$ cat src/rtl/doodle_jump_fsm.sv
// Game-flow FSM for the doodle: INIT/UP/DOWN/DONE with platform landing,
// apex and fall-off detection, plus a saturating landing score.
module doodle_jump_fsm #(
  parameter int unsigned RADIUS       = 10,
  parameter int unsigned JUMP_HEIGHT  = 120,
  parameter int unsigned TOP_LIMIT    = 45,
  parameter int unsigned BOTTOM_LIMIT = 515,
  parameter int unsigned PLAT_W       = 64,
  parameter int unsigned LAND_TOL     = 3,
  parameter int unsigned P0_X         = 256,
  parameter int unsigned P0_Y         = 470,
  parameter int unsigned P1_X         = 374,
  parameter int unsigned P1_Y         = 490,
  parameter int unsigned P2_X         = 600,
  parameter int unsigned P2_Y         = 330,
  parameter int unsigned P3_X         = 300,
  parameter int unsigned P3_Y         = 300
) (
  input  logic       clk,
  input  logic       rst,
  input  logic       start,
  input  logic [9:0] xpos,
  input  logic [9:0] ypos,
  input  logic [7:0] up_count,
  input  logic [9:0] v_offset,
  output logic       q_I,
  output logic       q_Up,
  output logic       q_Down,
  output logic       q_Done,
  output logic       landed,
  output logic [7:0] score
);

  typedef enum logic [1:0] {INIT, UP, DOWN, DONE} state_t;

  localparam logic [10:0] RAD11    = 11'(RADIUS);
  localparam logic [10:0] JUMP11   = 11'(JUMP_HEIGHT);
  localparam logic [10:0] TOP11    = 11'(TOP_LIMIT);
  localparam logic [10:0] BOTTOM11 = 11'(BOTTOM_LIMIT);
  localparam logic [10:0] PW11     = 11'(PLAT_W);
  localparam logic [10:0] TOL11    = 11'(LAND_TOL);

  state_t      state_q, state_d;
  logic        start_q;
  logic        start_edge;
  logic [10:0] xe, ye, ue, vo;
  logic [10:0] x_left, x_right, bottom;
  logic [10:0] top0, top1, top2, top3;
  logic        hit0, hit1, hit2, hit3;
  logic        land, fall;

  function automatic logic plat_hit(input logic [10:0] left, input logic [10:0] right,
                                    input logic [10:0] bot, input logic [10:0] px,
                                    input logic [10:0] top);
    plat_hit = (right >= px) && (left <= px + PW11) &&
               (bot >= top) && (bot <= top + TOL11);
  endfunction

  assign start_edge = start & ~start_q;

  assign xe = {1'b0, xpos};
  assign ye = {1'b0, ypos};
  assign ue = {3'b000, up_count};
  assign vo = {1'b0, v_offset};

  assign x_right = xe + RAD11;
  assign x_left  = (xe < RAD11) ? '0 : xe - RAD11;
  assign bottom  = ye + RAD11;

  // Ground platform is fixed; the others move with the scroll offset.
  assign top0 = 11'(P0_Y);
  assign top1 = 11'(P1_Y) + vo;
  assign top2 = 11'(P2_Y) + vo;
  assign top3 = 11'(P3_Y) + vo;

  assign hit0 = plat_hit(x_left, x_right, bottom, 11'(P0_X), top0);
  assign hit1 = plat_hit(x_left, x_right, bottom, 11'(P1_X), top1);
  assign hit2 = plat_hit(x_left, x_right, bottom, 11'(P2_X), top2);
  assign hit3 = plat_hit(x_left, x_right, bottom, 11'(P3_X), top3);

  assign land = (state_q == DOWN) && (hit0 || hit1 || hit2 || hit3);
  assign fall = (state_q == DOWN) && (bottom >= BOTTOM11);

  always_ff @(posedge clk or posedge rst) begin
    if (rst) begin
      state_q <= INIT;
      start_q <= 1'b0;
    end else begin
      state_q <= state_d;
      start_q <= start;
    end
  end

  always_comb begin
    state_d = state_q;
    case (state_q)
      INIT: if (start_edge) state_d = UP;
      UP:   if ((ue >= JUMP11) || (ye <= TOP11)) state_d = DOWN;
      DOWN: begin
        // Landing wins over fall-off when both hold in the same cycle.
        if (land)      state_d = UP;
        else if (fall) state_d = DONE;
      end
      DONE: if (start_edge) state_d = INIT;
      default: state_d = INIT;
    endcase
  end

  always_comb begin
    q_I    = (state_q == INIT);
    q_Up   = (state_q == UP);
    q_Down = (state_q == DOWN);
    q_Done = (state_q == DONE);
  end

  always_ff @(posedge clk or posedge rst) begin
    if (rst) begin
      landed <= 1'b0;
      score  <= '0;
    end else begin
      landed <= land;
      if ((state_q == INIT) && start_edge)
        score <= '0;
      else if (land && (score != '1))
        score <= score + 8'd1;
    end
  end

endmodule
$ cat config.mk
export PLATFORM = sky130hd
export DESIGN_NAME = doodle_jump_fsm
export DESIGN_NICKNAME = d
export VERILOG_FILES = /design/src/rtl/doodle_jump_fsm.sv
export SDC_FILE = /design/constraint.sdc
export NUM_CORES = 1
export LEC_CHECK = 0
export BUFFER_PORTS_ARGS = -buffer_cell sky130_fd_sc_hd__buf_2
export CAP_MARGIN = 30
export CORE_MARGIN = 4
export CORE_UTILIZATION = 29
export DETAILED_ROUTE_END_ITERATION = 16
export GPL_TIMING_DRIVEN = 0
export PLACE_DENSITY = 0.49
export SLEW_MARGIN = 20
export SYNTH_ARGS = -nofsm -noshare
export SYNTH_HDL_FRONTEND = slang
export SYNTH_SLANG_ARGS = --single-unit
$ cat constraint.sdc
create_clock -name clk -period 4.6 [get_ports clk]
set_input_delay 1.38 -clock clk [delete_from_list [all_inputs] [get_ports clk]]
set_output_delay 1.38 -clock clk [all_outputs]
set_load 0.01 [all_outputs]
==> flow_summary_export.csv <==
group,metric,value,unit
clock_tree,path_clk_slew,40,ps
synthesis,ys_ff_latch,12,
global_route,antenna_found_initial,0,
timing,holdWs,556,ps
final_layout,fillers,1430,
synthesis,async_flop_share,100,%
min_path,worstHoldStart,"score[0]$_DFFE_PP0P_",
drt,ant_nets,0,
critical_path,cp_cell_sequence,"buf_12, ha_4, buf_4, xor2_1, nor3_2, nand2_1, nor2_1, xor2_1, ha_1, a21oi_1, o211ai_1, a21oi_2, a22o_1, o2111ai_2, o22ai_2, nor2_4, buf_6, or3_4, a21oi_2",
final_layout,syn_to_final_growth,28.5,%
global_route,grt_pass1_wl,19800,um
timing,finalCriticalPeriod,4650,ps
critical_path,cp_max_fo,6,
critical_path,r2r-start,"state_q[0]$_DFFE_PP0P_",
critical_path,critical_path_class,"primary input to flop",
power_and_ir_drop,p_per_area,193,nW/um^2
synthesis,synth_top_family_by_area,"compound AO/OA/AOI/OAI gates",
placed_design,placedCellCount,772,
final_layout,drive_gt1_share,22.5,%
die,io_pins,54,
critical_path,cp_slowest_cell,"xor2_1",
placed_design,gp_congestion,0.876,
synthesis,synthFlopType,"dfrtp_1",
clock_tree,root_buffer,"clkbuf_16",
synthesis,synth_warnings,0,
power_and_ir_drop,leakagePower,0.00221,uW
synthesis,syn_nets,667,
critical_path,required,4770,ps
global_route,grt_use_total,14.6,%
global_route,grt_pass1_vias,4140,
synthesis,synth_cells,556,
synthesis,synth_fa_ha_area_share,22.1,%
final_layout,antennaDiodeCount,0,
clock_tree,cts_buffer_depth,2,
critical_path,ff2ff_setup_slack,2390,ps
placed_design,dp_slack,-858,ps
drt,drc,0,
critical_path,startpoint_type,"primary input",
timing,hold_violations,0,
clock_tree,cts_buffers,3,
synthesis,synth_compound_area_share,27.3,%
critical_path,crit_start,"v_offset[2]",
timing,slew_headroom,53.3,%
synthesis,synth_edf_count,0,
placed_design,hpwl,9750,um
timing,period_share,101,%
clock_tree,ctsHoldBuffers,0,
drt,dr_total_vias,4316,
timing,fmax,215,MHz
drt,routed_wl,12200,um
synthesis,yosys.area_share.simple,24.0,%
global_route,overflow,0,
timing,tightest_slew,696,ps
die,core_area,13300,sq um
run_status,outcome,"finished, violations left",
flow_run,max_cap_viol_count,0,
placed_design,placed_area,4410,sq um
final_layout,stdcell_count,798,
synthesis,synth_most_common_cell,"ha_1",
drt,wl_per_cell,15.3,um
critical_path,cp_data_arrival_time,4830,ps
placed_design,portBuffers,40,
synthesis,muxShareOfSynthArea,1.29,%
die,die-area,15600,sq um
die,rows,42,
clock_tree,cts.sinks,12,
synthesis,synth_common_cells,"70 x ha_1, 44 x nand2_1, 42 x a21oi_1",
final_layout,nets,735,
timing,rsz0062_at_grt,"yes",
synthesis,seq_area_frac_synth,7.57,%
timing,worst_slack,-54.9,ps
synthesis,yosys.area.top_type,"ha_1",
synthesis,synth_area_leaders,"ha_1 22%, dfrtp_1 7.6%, xnor2_1 6.2%",
clock_tree,cts_tree,"built",
drt,vias_per_cell,5.41,
synthesis,yosysUniqueCellTypes,61,
synthesis,netlist.area_leader.share,22.1,%
clock_tree,htreeDepth,1,
timing,skew,0.841,ps
global_route,grt_max_degree,13,
synthesis,netlist_area,3970,sq um
clock_tree,clk_latency,240,ps
synthesis,avgSynthCellArea,7.14,sq um
timing,slew_violations,0,
die,dieWidth,125,um
timing,setup_violations,3,
power_and_ir_drop,ir_drop,0.114,mV
critical_path,cp-end-kind,"flop",
die,start_util,29.7,%
die,die_y,125,um
drt,drt_pass1_iterations,5,
min_path,hp-class,"flop to flop",
run_status,violations,"setup timing",
critical_path,slowest_delay,440,ps
synthesis,synth-xor-area-share,11.0,%
timing,setup_tns,-128,ps
drt,drt_iter0_drc,295,
final_layout,finalInstanceArea,5100,sq um
==> area by class of cell <==
class / count / area [sq um] / share of cell area, %
multi-input cells: 474 / 3780 / 74.2
repair buffers: 64 / 428 / 8.39
flip-flops and latches: 12 / 300 / 5.89
well taps: 176 / 220 / 4.32
inverters: 41 / 161 / 3.17
plain buffers: 28 / 131 / 2.58
clock buffers: 3 / 75.1 / 1.47
==> through the flow <==
step / util (%) / power (uW)
finish: 38.2 / 983
global placement: 33.1 / 726
global route: 38.2 / 1070
floorplan: - / 570
CTS: 36.8 / 957
detailed placement: 33.1 / 741
==> critical path: cells and delay by family <==
kind | cells | cell delay [ps]
AO/OA/AOI/OAI | 7 | 1190
AND/OR/NAND/NOR | 5 | 840
XOR/XNOR | 2 | 590
adder cells (fa/ha/maj) | 2 | 450
buffers and inverters | 3 | 370
==> cell families after synthesis <==
group           count (synthesis)
simple gates                  185
compound gates                164
buf+inv                        70
fa+ha+maj                      70
xor+xnor                       50
flops                          12
mux                             5
==> routing by layer <==
| metal | part of all wire [%] | GRT usage, % | wire, um | vias to the layer above |
|---|---|---|---|---|
| met2 | 48 | 25.8 | 5920 | 100 |
| met3 | 4.0 | 1.71 | 493 | 15 |
| met5 | 0 | 0 | 0 | - |
| li1 | - | - | - | 2176 |
| met4 | 1.3 | 3.19 | 159 | 0 |
| met1 | 46 | 19.0 | 5670 | 2025 |
==> sequential cells by signal (all words and copies together), names as in the netlist <==
name,cells
score,8
state_q,2
start_q,1
landed,1
==> cell usage in the layout (no fill, tap or decap), types with 10 or more instances in the layout <==
cell      count
nand3_1      19
nand2_1      44
nor2b_1      10
nor2_1       31
buf_4        22
clkbuf_1     18
a21o_1       10
o21ai_0      32
ha_1         66
a21oi_1      35
nor3_1       12
buf_2        42
dfrtp_1      12
xnor2_1      22
inv_1        37
xor2_1       16
==> where the power goes <==
part	switching, uW	internal, uW	leakage, uW
registers	25.6	128	0.000157
logic	391	279	0.00201
clock network	46.0	113	0.0000370
==> repair_timing <==
item,4_1_cts,5_1_grt
gates resized for setup,67,26
setup buffers,14,10
setup endpoints to repair,11,11
pin swaps,28,31
==> final timing paths <==
check	endpoint	cells past startpoint
hold / removal	score[0]$_DFFE_PP0P_	1
hold reg to reg	score[0]$_DFFE_PP0P_	1
setup / recovery	score[4]$_DFFE_PP0P_	19
max in group asynchronous	score[6]$_DFFE_PP0P_	2
setup reg to reg	score[7]$_DFFE_PP0P_	7
min in group asynchronous	state_q[1]$_DFFE_PP0P_	2
(Power assumes the default switching activity.)
